**src/rtl/game_pkg.sv**
```systemverilog
// Shared types and helpers for the cat-and-dog game turn controller.
package game_pkg;

  typedef enum logic [2:0] {
    IDLE,
    AIM,
    FLIGHT,
    RESOLVE,
    SWITCH,
    GAME_OVER
  } state_t;

  typedef logic       player_t;
  typedef logic [3:0] score_t;

  localparam player_t PLAYER_CAT = 1'b0;
  localparam player_t PLAYER_DOG = 1'b1;

  function automatic score_t sat_inc(score_t s);
    return (s == 4'hF) ? s : s + 4'd1;
  endfunction

endpackage

```
**src/rtl/turn_timer.sv**
```systemverilog
// Loadable down-counter; expired flags a zero count and the owner gates it by state.
module turn_timer #(
  parameter int WIDTH = 8
) (
  input  logic             clk60MHz,
  input  logic             rst,
  input  logic             load,
  input  logic [WIDTH-1:0] value,
  output logic             expired
);

  logic [WIDTH-1:0] count;

  always_ff @(posedge clk60MHz) begin
    if (rst)
      count <= '0;
    else if (load)
      count <= value;
    else if (count != '0)
      count <= count - 1'b1;
  end

  assign expired = (count == '0);

endmodule

```
**src/rtl/turn_scheduler.sv**
```systemverilog
// Game-turn controller: picks the active player and throw source, sequences aim/flight/resolve, keeps score.
module turn_scheduler
  import game_pkg::*;
#(
  parameter int TURN_TIMEOUT_CYC   = 600_000_000,
  parameter int FLIGHT_TIMEOUT_CYC = 300_000_000,
  parameter int WIN_SCORE          = 3
) (
  input  logic       clk60MHz,
  input  logic       rst,
  input  logic       start,
  input  logic       local_player,
  input  logic       btn_throw,
  input  logic       remote_throw,
  input  logic       proj_done,
  input  logic       hit,
  output logic       current_player,
  output logic       turn,
  output logic       throw_flag,
  output logic       left,
  output logic [3:0] score0,
  output logic [3:0] score1,
  output logic       game_over,
  output logic       winner
);

  localparam int MAX_CYC = (TURN_TIMEOUT_CYC > FLIGHT_TIMEOUT_CYC) ? TURN_TIMEOUT_CYC
                                                                    : FLIGHT_TIMEOUT_CYC;
  localparam int TIMER_W = $clog2(MAX_CYC);
  localparam logic [TIMER_W-1:0] TURN_LOAD   = TIMER_W'(TURN_TIMEOUT_CYC - 1);
  localparam logic [TIMER_W-1:0] FLIGHT_LOAD = TIMER_W'(FLIGHT_TIMEOUT_CYC - 1);
  localparam score_t WIN = score_t'(WIN_SCORE);

  state_t  state_q, state_d;
  player_t player_q, player_d;
  logic    turn_d, throw_d, left_d, over_d, winner_d;
  logic    hit_q, hit_d;
  score_t  score0_d, score1_d, cur_score, new_score;
  logic    tmr_load, tmr_expired;
  logic [TIMER_W-1:0] tmr_value;

  turn_timer #(.WIDTH(TIMER_W)) u_timer (
    .clk60MHz (clk60MHz),
    .rst      (rst),
    .load     (tmr_load),
    .value    (tmr_value),
    .expired  (tmr_expired)
  );

  always_ff @(posedge clk60MHz) begin
    if (rst) begin
      state_q    <= IDLE;
      player_q   <= PLAYER_CAT;
      turn       <= 1'b0;
      throw_flag <= 1'b0;
      left       <= 1'b0;
      score0     <= '0;
      score1     <= '0;
      game_over  <= 1'b0;
      winner     <= 1'b0;
      hit_q      <= 1'b0;
    end else begin
      state_q    <= state_d;
      player_q   <= player_d;
      turn       <= turn_d;
      throw_flag <= throw_d;
      left       <= left_d;
      score0     <= score0_d;
      score1     <= score1_d;
      game_over  <= over_d;
      winner     <= winner_d;
      hit_q      <= hit_d;
    end
  end

  assign current_player = player_q;
  assign cur_score      = player_q ? score1 : score0;
  assign new_score      = hit_q ? sat_inc(cur_score) : cur_score;

  always_comb begin
    state_d   = state_q;
    player_d  = player_q;
    turn_d    = turn;
    throw_d   = throw_flag;
    left_d    = left;
    score0_d  = score0;
    score1_d  = score1;
    over_d    = game_over;
    winner_d  = winner;
    hit_d     = hit_q;
    tmr_load  = 1'b0;
    tmr_value = TURN_LOAD;

    unique case (state_q)
      IDLE, GAME_OVER: begin
        if (start) begin
          state_d  = AIM;
          player_d = PLAYER_CAT;
          left_d   = 1'b0;
          turn_d   = (local_player == PLAYER_CAT);
          score0_d = '0;
          score1_d = '0;
          over_d   = 1'b0;
          winner_d = 1'b0;
          tmr_load = 1'b1;
        end
      end
      AIM: begin
        // Only the source owning this turn may launch; a throw beats a same-cycle timeout.
        if (turn ? btn_throw : remote_throw) begin
          state_d   = FLIGHT;
          throw_d   = 1'b1;
          turn_d    = 1'b0;
          tmr_load  = 1'b1;
          tmr_value = FLIGHT_LOAD;
        end else if (tmr_expired) begin
          state_d = SWITCH;
          turn_d  = 1'b0;
        end
      end
      FLIGHT: begin
        if (proj_done) begin
          state_d = RESOLVE;
          throw_d = 1'b0;
          hit_d   = hit;
        end else if (tmr_expired) begin
          state_d = RESOLVE;
          throw_d = 1'b0;
          hit_d   = 1'b0;
        end
      end
      RESOLVE: begin
        if (player_q) score1_d = new_score;
        else          score0_d = new_score;
        if (new_score == WIN) begin
          state_d  = GAME_OVER;
          over_d   = 1'b1;
          winner_d = player_q;
        end else begin
          state_d = SWITCH;
        end
      end
      SWITCH: begin
        state_d  = AIM;
        player_d = ~player_q;
        left_d   = ~player_q;
        turn_d   = (~player_q == local_player);
        tmr_load = 1'b1;
      end
      default: state_d = IDLE;
    endcase
  end

endmodule

```
**config.mk**
```make
export PLATFORM = sky130hd
export DESIGN_NAME = turn_scheduler
export DESIGN_NICKNAME = d
export VERILOG_FILES = /design/src/rtl/game_pkg.sv /design/src/rtl/turn_timer.sv /design/src/rtl/turn_scheduler.sv
export SDC_FILE = /design/constraint.sdc
export NUM_CORES = 1
export LEC_CHECK = 0
export BUFFER_PORTS_ARGS = -buffer_cell sky130_fd_sc_hd__buf_2
export CORE_MARGIN = 2
export CORE_UTILIZATION = 54
export CTS_BUF_LIST = sky130_fd_sc_hd__clkbuf_16
export DETAILED_ROUTE_END_ITERATION = 6
export GPL_TIMING_DRIVEN = 0
export PLACE_DENSITY = 0.76
export SETUP_SLACK_MARGIN = 0.02
export SYNTH_ARGS = -nofsm -noshare
export SYNTH_HDL_FRONTEND = slang
export SYNTH_SLANG_ARGS = --single-unit
```
**constraint.sdc**
```tcl
create_clock -name clk60MHz -period 2.2 [get_ports clk60MHz]
set_input_delay 0.33 -clock clk60MHz [delete_from_list [all_inputs] [get_ports clk60MHz]]
set_output_delay 0.33 -clock clk60MHz [all_outputs]
set_load 0.02 [all_outputs]
```
==> run summary <==
Cell Area, Synth - 2701 um^2
Synth Area in Adders - 0.01390
DRT Wirelength - 7.258 mm
1st-iter DRT viols - 199
CP Cell Sequence - buf_8 -> mux2_4 -> ha_4 -> nand4b_1 -> a31o_2 -> o211ai_1 -> buf_4 -> or3_1 -> a21oi_2
Clk slew on worst S/H paths - 0.06 ns
Cell Rows - 25
IO Pins - 22
Vias in the first global route - 2,344
CTS Buf Count - 5
CTS Hold Bufs - 0
Yosys reg bits - 47
DP Area - 2902 um^2
Ant diodes - 0
Die H - 74.73 um
Worst-margin pin slew - 0.5626 ns
Register area share after synthesis - 0.3483
CP arrival - 2.36 ns
FF+latch area - 943.4 um^2
Starting Density - 0.5644
Setup Crit Path Kind - reg -> reg
CTS Sinks - 47
First-pass GRT wire length - 11.15 mm
Post-synth top area cell - dfxtp_1
Mapped Cells - 318
Commonest cells post-synth - dfxtp_1, a21oi_1, nor3_1, nor2_1, nand3_1
Fin util - 0.6784
Pwr dens - 1253 nW/um^2
Post-synth EDFFs - 0
Top FF cell, synth - dfxtp_1
DR pass1 iterations - 5
CP peak stage delay - 0.36 ns
Footprint of the multi-input gates - 1817 um^2
Worst Hold Slack - 0.3536 ns
Hold path depth - 3
GRT overflow - 0
Required time worst endpoint - 2.42 ns
Crit start category - flop
CTS Buffer Depth - 2
Nets - 363
Pin count of the biggest net entering global routing - 14
Max_slew headroom - 0.6249
Status - finished clean
Worst-skew pair later-pin latency - 0.29 ns
CTS tree - built
Leak - 1.161 nW
Layout fillers - 406
Type of the worst min-delay path - in -> reg
Mapped Nets - 329
Final Critical Period - 2.138 ns
Max IR drop VDD - 0.6603 mV
Ys Warns - 0
Unrepaired setup endpoints after global routing - true
Initial antenna violation count - 0
Critical Path Fanout Max - 6
# port buffers - 21
Xor/xnor share of the synthesized area - 0.03242
Clk_skew - 0.009457 ns
Post-Synth Simple-Gate Area - 0.3011
Top post-synthesis cells by area - dfxtp_1, a21oi_1, nor3_1, or3_1, nand3_1
Clk root buf - clkbuf_16
DIE AREA - 5585 um^2
Post-DP HPWL - 4.817 mm
Routability cong. - 0.9249
Post-synthesis mux area share - 0.04863
H-tree lvl count - 2
Die Width - 74.73 um
DRC - 0
Ratio of cells with drive above 1 in the final layout - 0.2415
Compound-Gate Fraction of Synth Area - 0.2182
Most common cell in the netlist - dfxtp_1
Synth Area per Inst - 8.495 um^2
Final slew viol count - 0
Reg2Reg Depth - 9
Period Utilization, post-route - 0.9720
# setup viols final - 0
Critical path capture point type - flop
Final Hold Vio Count - 0
GRT Total Usage - 0.2621
Share of the synthesized area in the top cell type - 0.3483
Max Cap Viol - 0
Netlist cell types - 64
CP max-delay cell - or3_1
F_max - 467.6 MHz
Largest family of logic cells by synthesized area - simple AND/OR/NAND/NOR gates
Synth async-reset ratio - 0
Via count - 2,738
Total core area - 4786 um^2
Area Overhead vs Synth - 20.19%
Final instance area - 3247 um^2
Routed Antenna Nets - 0
Drt via density - 6.535
Routed WL per cell - 17.32 um
routing by layer:
metal | GRT usage | wire, um
met1 | 0.3599 | 3337
met2 | 0.4100 | 3282
met3 | 0.05355 | 447
met4 | 0.09524 | 191
met5 | 0 | 0
power by group:
group | switching (mW) | total, mW | internal (mW)
clock network | 0.319 | 0.729 | 0.409
logic | 1.18 | 1.96 | 0.786
registers | 0.291 | 1.37 | 1.08
logic make-up (layout without fill, tap and decap cells):
kind of cell / Yosys count / count (layout)
simple gates: 137 / 137
compound gates: 86 / 86
flops: 47 / 47
mux: 12 / 12
fa+ha+maj: 3 / 3
xor+xnor: 10 / 10
buf+inv: 23 / 57
flip-flops by register name (all words and copies together) (netlist names):
register,cells
winner,1
hit_q,1
game_over,1
turn,1
state_q,3
u_timer.count,30
score1,4
throw_flag,1
score0,4
current_player,1
critical path, delay by kind of cell, from the launching register on:
family                   cells  cell delay, ns
AO/OA/AOI/OAI                3            0.39
adder cells (fa/ha/maj)      1            0.18
buffers and inverters        2            0.30
flip-flops                   1            0.35
multiplexers                 1            0.33
AND/OR/NAND/NOR              2            0.51
final cells by class:
class,count,share of cell area
inverter,8,0.009249
clock inverter,2,0.002697
sequential,47,0.2906
tap,67,0.02582
multi-input combinational,248,0.5595
timing repair buffer,27,0.04624
buffer,15,0.02736
clock buffer,5,0.03854
stage by stage:
stage / setup TNS [ns] / setup slack (ns) / power [mW] / cells
floorplan: 0 / 0.02493 / 2.584 / 318
global placement: -0.9660 / -0.1936 / 2.946 / 406
detailed placement: -2.103 / -0.2004 / 2.981 / 406
CTS: 0 / 0.01058 / 3.772 / 416
global route: -0.1184 / -0.05363 / 4.315 / 419
finish: 0 / 0.06159 / 4.067 / 419
final timing paths:
| kind | startpoint | end | slack (ns) |
|---|---|---|---|
| min | hit | hit_q | 0.35 |
| max | current_player | winner | 0.06 |
| min reg2reg | game_over | game_over | 0.48 |
| max reg2reg | current_player | winner | 0.06 |
cell usage in the layout (no fill, tap or decap), types with 3 or more instances in the layout:
master / count
dfxtp_1: 45
a21oi_1: 26
buf_2: 23
nor2_1: 18
nor3_1: 17
nand3_1: 16
nand2_1: 13
or3_1: 12
a31oi_1: 10
clkbuf_1: 8
buf_4: 8
inv_1: 7
nand2b_1: 7
or4_1: 7
o31ai_1: 7
o21ai_0: 7
xnor2_1: 7
nand4_1: 7
mux2i_1: 6
nor4_4: 5
clkbuf_16: 5
o211ai_1: 4
mux2_4: 3
nor3_2: 3
or2_2: 3
or3_2: 3
mux2_2: 3
xor2_1: 3
a21o_1: 3
and3_1: 3
timing repair:
item,in CTS,in global routing
buffers inserted,3,3
pin swaps,3,2
resized for setup,9,25
setup endpoints to repair,28,36
Note: power is estimated with default switching activity, not from simulation.
